===== config.mk =====
export PLATFORM = sky130hd
export DESIGN_NAME = shift_rows_pipe
export DESIGN_NICKNAME = d
export VERILOG_FILES = /design/src/rtl/shift_rows_pipe.sv
export SDC_FILE = /design/constraint.sdc
export NUM_CORES = 1
export LEC_CHECK = 0
export ABC_AREA = 1
export ABC_CLOCK_PERIOD_IN_PS = 10400
export CAP_MARGIN = 20
export CORE_MARGIN = 5
export CORE_UTILIZATION = 30
export CTS_CLUSTER_SIZE = 10
export DETAILED_ROUTE_END_ITERATION = 16
export GPL_ROUTABILITY_DRIVEN = 0
export PLACE_DENSITY_LB_ADDON = 0.08
export REMOVE_ABC_BUFFERS = 1
export SLEW_MARGIN = 10
export SYNTH_ARGS = -nofsm -noshare
export SYNTH_HDL_FRONTEND = slang
export SYNTH_SLANG_ARGS = --single-unit

===== constraint.sdc =====
create_clock -name clk -period 10.4 [get_ports clk]
set_input_delay 2.08 -clock clk [delete_from_list [all_inputs] [get_ports clk]]
set_output_delay 2.08 -clock clk [all_outputs]
set_load 0.005 [all_outputs]

===== src/rtl/shift_rows_pipe.sv =====
// shift_rows_pipe
//   Registered ShiftRows / InvShiftRows stage for a Rijndael datapath with
//   NB = 4, 6 or 8 state columns. The byte permutation is applied on the way
//   in. Shifted states are then held in a 2-entry FIFO behind a valid/ready
//   handshake. Every output is a flop, so in_ready does not depend on
//   out_ready through any combinational path.
//
// Ports
//   clk        rising-edge clock
//   reset      asynchronous, active-high; discards all buffered entries
//   in_valid   in_state / in_mode present
//   in_ready   stage can accept (registered, low only when both entries full)
//   in_state   input state, byte k = bits [8k:8k+7], row k%4, column k/4
//   in_mode    0 = forward ShiftRows, 1 = inverse
//   out_valid  out_state / out_mode valid
//   out_ready  downstream accepts
//   out_state  shifted state at the FIFO head, same byte layout
//   out_mode   mode travelling with the head entry
//   occupancy  number of entries held (0..2)

module shift_rows_pipe #(
    parameter  int NB = 4,
    localparam int W  = 32 * NB
) (
    input  logic         clk,
    input  logic         reset,
    input  logic         in_valid,
    output logic         in_ready,
    input  logic [0:W-1] in_state,
    input  logic         in_mode,
    output logic         out_valid,
    input  logic         out_ready,
    output logic [0:W-1] out_state,
    output logic         out_mode,
    output logic [1:0]   occupancy
);

    if (NB != 4 && NB != 6 && NB != 8) begin : g_bad_nb
        $error("shift_rows_pipe: NB must be 4, 6 or 8 (got %0d)", NB);
    end

    typedef enum logic [1:0] {
        EMPTY = 2'd0,
        ONE   = 2'd1,
        FULL  = 2'd2
    } occ_e;

    occ_e         occ_q, occ_d;
    logic [0:W-1] head_state_q, head_state_d;
    logic [0:W-1] tail_state_q, tail_state_d;
    logic         head_mode_q, head_mode_d;
    logic         tail_mode_q, tail_mode_d;
    logic         in_ready_q, in_ready_d;
    logic         out_valid_q, out_valid_d;

    logic [0:W-1] fwd_state;
    logic [0:W-1] inv_state;
    logic [0:W-1] shifted;
    logic         push;
    logic         pop;

    // Both permutations are pure wiring; the row offset for NB=8 skips 2,
    // giving {0,1,3,4} instead of {0,1,2,3}.
    for (genvar r = 0; r < 4; r++) begin : g_row
        localparam int SH = (NB == 8 && r >= 2) ? r + 1 : r;
        for (genvar c = 0; c < NB; c++) begin : g_col
            localparam int FWD = (c + SH) % NB;
            localparam int INV = (c + NB - SH) % NB;
            assign fwd_state[8*(r+4*c) +: 8] = in_state[8*(r+4*FWD) +: 8];
            assign inv_state[8*(r+4*c) +: 8] = in_state[8*(r+4*INV) +: 8];
        end
    end

    always_comb begin
        shifted = in_mode ? inv_state : fwd_state;
    end

    assign push = in_valid && in_ready_q;
    assign pop  = out_valid_q && out_ready;

    always_comb begin
        occ_d        = occ_q;
        head_state_d = head_state_q;
        head_mode_d  = head_mode_q;
        tail_state_d = tail_state_q;
        tail_mode_d  = tail_mode_q;

        case (occ_q)
            EMPTY: begin
                if (push) begin
                    head_state_d = shifted;
                    head_mode_d  = in_mode;
                    occ_d        = ONE;
                end
            end
            ONE: begin
                if (push && pop) begin
                    // Head leaves and the new entry takes its place directly.
                    head_state_d = shifted;
                    head_mode_d  = in_mode;
                end else if (push) begin
                    tail_state_d = shifted;
                    tail_mode_d  = in_mode;
                    occ_d        = FULL;
                end else if (pop) begin
                    occ_d = EMPTY;
                end
            end
            FULL: begin
                // in_ready is low here, so only a pop can happen.
                if (pop) begin
                    head_state_d = tail_state_q;
                    head_mode_d  = tail_mode_q;
                    occ_d        = ONE;
                end
            end
            default: begin
                occ_d = EMPTY;
            end
        endcase

        // Flag flops track the next occupancy so they stay a pure decode.
        in_ready_d  = (occ_d != FULL);
        out_valid_d = (occ_d != EMPTY);
    end

    always_ff @(posedge clk or posedge reset) begin
        if (reset) begin
            occ_q        <= EMPTY;
            head_state_q <= '0;
            head_mode_q  <= 1'b0;
            tail_state_q <= '0;
            tail_mode_q  <= 1'b0;
            in_ready_q   <= 1'b1;
            out_valid_q  <= 1'b0;
        end else begin
            occ_q        <= occ_d;
            head_state_q <= head_state_d;
            head_mode_q  <= head_mode_d;
            tail_state_q <= tail_state_d;
            tail_mode_q  <= tail_mode_d;
            in_ready_q   <= in_ready_d;
            out_valid_q  <= out_valid_d;
        end
    end

    assign in_ready  = in_ready_q;
    assign out_valid = out_valid_q;
    assign out_state = head_state_q;
    assign out_mode  = head_mode_q;
    assign occupancy = occ_q;

endmodule


# After elaboration in Yosys (flattened, before gate mapping)
# Index checks and enable logic that the tools add are counted.
[totals]
in_bits = 133
elab_cells = 37
output_inout_bits = 133
reg_bits = 262
[classes]
reduce_logical = 8
n_eq_ne = 6
bitwise_logic = 1
mux = 15
[op_table]
columns = ["cell", "count"]
rows = [
  ["two-way mux 128 bit", 3],
  ["case mux 128 bit (3 select lines)", 1],
  ["two-way mux 120 bit", 1],
  ["two-way mux 2 bit", 5],
  ["!= test 2 bit (second input constant)", 4],
  ["case mux 2 bit (3 select lines)", 1],
  ["AND reduction 4 bit", 1],
  ["logical AND 1 bit", 3],
  ["two-way mux 1 bit", 3],
  ["case mux 1 bit (3 select lines)", 1],
  ["AND reduction 3 bit", 1],
  ["nonzero test 3 bit", 1],
  ["== test 2 x 1 -> 1 bit (second input constant)", 1],
  ["== test 2 bit (second input constant)", 1],
  ["logical NOT 2 bit", 1],
  ["nonzero test 2 bit", 1],
  ["NOT 1 bit", 1],
]

# Logic depth before layout (Yosys ltp)
[depth]
depth_word = 6
ltp_mapped = 8
mapped_depth_nobuf = 6

# Worst setup path after synthesis
# No wires, ideal clock.
[synth_timing]
kind = "in2reg"
start = "input in_valid"
end = "register tail_state_q[16] in the netlist's numbering"
arrival_time_ns = 2.909
t_required_ns = 10.283
setup_ns = 0.117
slack_ns = 7.374
stages = 7
n_path_buf = 2
cell_sequence = "nand2_1 > nor2_2 > nand2_4 > buf_6 > buf_2 > nand2_1 > nand2_1"
[synth_between]
elab_chain_len = 4
[synth_rtl]
columns = ["item", "line", "rtl"]
rows = [
  ["start, declared", "27", "input logic in_valid,"],
  ["logical AND 1 bit (*)", "78", "assign push = in_valid && in_ready_q;"],
  ["logical AND 1 bit", "97", "if (push && pop) begin"],
  ["NOT 1 bit (no line)", "--", ""],
  ["AND reduction 3 bit (no line) (*)", "--", ""],
  ["end signal, assigned", "140", "tail_state_q <= tail_state_d;"],
  ["end, declared", "50", "logic [0:W-1] tail_state_q, tail_state_d;"],
]
# Mark *: on every way between the ends. The rest lies on a longest branch, timed or not.
# A chain may end at the register's enable or synchronous reset.

# Worst setup path after layout
[layout_timing]
start = "input out_ready"
end = "register tail_state_q[105] in the netlist's numbering"
[layout_between]
elab_chain_len = 4
[layout_rtl]
columns = ["item", "line", "rtl"]
rows = [
  ["start, declared", "32", "input logic out_ready,"],
  ["logical AND 1 bit", "79", "assign pop = out_valid_q && out_ready;"],
  ["logical AND 1 bit", "97", ""],
  ["NOT 1 bit (no line)", "--", ""],
  ["AND reduction 3 bit (no line)", "--", ""],
]
# Every way passes these cells.

==> flow_summary.ini <==
[routing]
wl_per_cell_um = 14.8
routed_wirelength_um = 36400
drcViolationCount = 0
firstDrtPassIters = 5
vias_per_cell = 4.45
detail-route-antenna-nets = 0
drt-initial-drc-count = 705
vias = 11000

[synthesis]
sequential_share_of_the_synthesized_area = 0.516
synth_area_sq_um = 12700
post_synth_most_frequent_cells = nand2_1, dfrtp_1, inv_1
yosysTopAreaCell = dfrtp_1
synthCells = 1690
synthMostInstantiatedCell = nand2_1
synth-main-ff-cell = dfrtp_1
ys_async_sr_fraction = 1.00
synthesis.yosys.warnings = 0
synth.ff_latch_count = 262
synth_top_cell_area_share = 0.513
synth.distinct_cells = 19
syn-mean-instance-area_sq_um = 7.53
synth_enable_flop_cells = 0
synth_top_cells_by_area = dfrtp_1, nand2_1, inv_1, o21ai_2, o21ai_1

[layout]
drive_above_1_share = 0.0634
layout.nets = 2040
areaGrowthSynthToFinish_pct = 30.9
layoutNonFillerInstCount = 2465

[pwr]
powerDensity_nw_per_um2 = 286
max-vdd-ir-drop_mv = 0.218
leakage_nw = 8.65
post-layout-total-power_mw = 4.76

[clock_tree]
cts_root_buf = clkbuf_16
cts_buffer_depth = 3
cts_hold_buf = 0
cts.clk_slew.worst_paths_ps = 60
cts-resized-gates = 0
cts-htree-levels = 2
postCtsSetupBuffers = 0
numCtsBuffers = 34
numClockSinks = 262
clock_network_latency_to_the_later_pin_of_the_worst_skew_pair_ps = 530
tritoncts = built

[worst_hold_path]
worst_hold_class = reg -> reg
worstHoldPathCells = 2

[floorplanning]
fp.coreArea_sq_um = 41900
floorplan.die_area_sq_um = 46600
die_y_um = 216
start_util = 0.303
die_width_um = 216
pin_count = 266
rows = 75

[critical_path]
setup.worst_path.start_class = input port
critPathRequiredTime_ps = 10850
cp.arrival_ps = 4690
setup_crit_path_kind = in -> reg
worstSetupEndpointType = flip-flop
critPathMaxFanout = 143
ff2ff_path_depth = 8

[timing]
final-setup-viol-count = 0
report.final.hold_viol_count = 0
worst_slew_pin_slew_ps = 1030
post-route-min-period_ps = 4240
grt_setup_unrepaired = no
tns_ps = 0
timing_max_transition_violations_final = 0
fin_worst_skew_ps = 8.82
fmax_mhz = 236
final.period_utilization = 0.408
slew-limit-headroom = 0.311

[grt]
antenna_violations_before_repair = 3
first_global_vias = 11000
global_route.overflow_total = 0
grt_start_max_net_pins = 144
global_route_wire_length_before_repair_um = 59100
globalRouteTotalUtil = 0.154

[place]
place_hpwl_um = 22400
dpl_cells = 2408
placement.io_buffers = 265

[outcome]
run_status = complete, no violations

[run]
maxCapViolations = 0
-- flip-flops by register name, indices dropped and copies added, names as in the netlist --
signal / cells
out_valid: 1
out_state: 128
out_mode: 1
in_ready: 1
tail_mode_q: 1
tail_state_q: 128
occupancy: 2
-- report_power, final --
part | total (mW) | switching [mW] | internal (mW)
sequential | 1.79 | 0.270 | 1.52
clock | 1.14 | 0.447 | 0.690
combinational | 1.84 | 0.985 | 0.851
-- worst max-delay path: stages --
cell and delay (ps):
clkdlybuf4s50_1 460, nand2_1 60, inv_1 180, nor2_8 100, nand2_8 550, buf_4 440, buf_16 340, nand2_1 110
o21ai_2 70
-- kinds of logic (layout without fill, tap and decap cells) --
| kind of cell | Yosys count | in the layout | share of synthesized area |
|---|---|---|---|
| other | 0 | 1 | 0 |
| buffers and inverters | 217 | 452 | 0.0854 |
| flip-flops | 262 | 262 | 0.516 |
| AO/OA/AOI/OAI | 164 | 164 | 0.0793 |
| AND/OR/NAND/NOR | 1047 | 1047 | 0.320 |
-- per-stage QoR --
| stage | hold WS, ps | cell area (sq um) | utilization | worst slack (ps) |
|---|---|---|---|---|
| after floorplan | 442 | 12100 | - | 1110 |
| after global placement | 456 | 15500 | 0.370 | 5450 |
| after detailed placement | 459 | 15500 | 0.370 | 5400 |
| after CTS | 472 | 16600 | 0.396 | 5950 |
| after global routing | 486 | 16600 | 0.397 | 5980 |
| final | 469 | 16600 | 0.397 | 6160 |
-- path summary, 6_finish.rpt --
| kind | to | slack (ps) | start |
|---|---|---|---|
| worst max register to register | out_state[1] | 7520 | occupancy[1] |
| min in group asynchronous | out_state[114] | 2160 | reset |
| worst min-delay path | tail_state_q[7] | 470 | tail_state_q[7] |
| max in group asynchronous | tail_state_q[73] | 6770 | reset |
| worst min register to register | tail_state_q[7] | 470 | tail_state_q[7] |
| worst max-delay path | tail_state_q[105] | 6160 | out_ready |
-- layout make-up --
| class | instances | area, sq um |
|---|---|---|
| Multi-Input combinational cell | 1211 | 5110 |
| Tap cell | 539 | 674 |
| Timing Repair Buffer | 278 | 2790 |
| Antenna cell | 1 | 2.50 |
| Clock buffer | 52 | 1050 |
| Inverter | 120 | 458 |
| Fill cell | 4324 | 25300 |
| Sequential cell | 262 | 6560 |
| Clock inverter | 2 | 10.0 |
-- per-layer routing --
metal  part of all wire  track usage  vias up
met3              0.054       0.0353       52
met1               0.47        0.207     5071
met5            0.00052            0        -
li1                   -            -     5626
met4              0.020       0.0452        4
met2               0.45        0.250      226
-- cells in the final DEF (no fill, tap or decap), drive strengths merged --
| master | instances |
|---|---|
| buf | 14 |
| clkinv | 2 |
| dfstp | 1 |
| inv | 120 |
| nand2 | 958 |
| nor2 | 8 |
| clkdlybuf4s50 | 264 |
| o21ai | 164 |
| nand3 | 81 |
| diode | 1 |
| dfrtp | 261 |
| clkbuf | 52 |
Power figures use the tool's default switching activity.
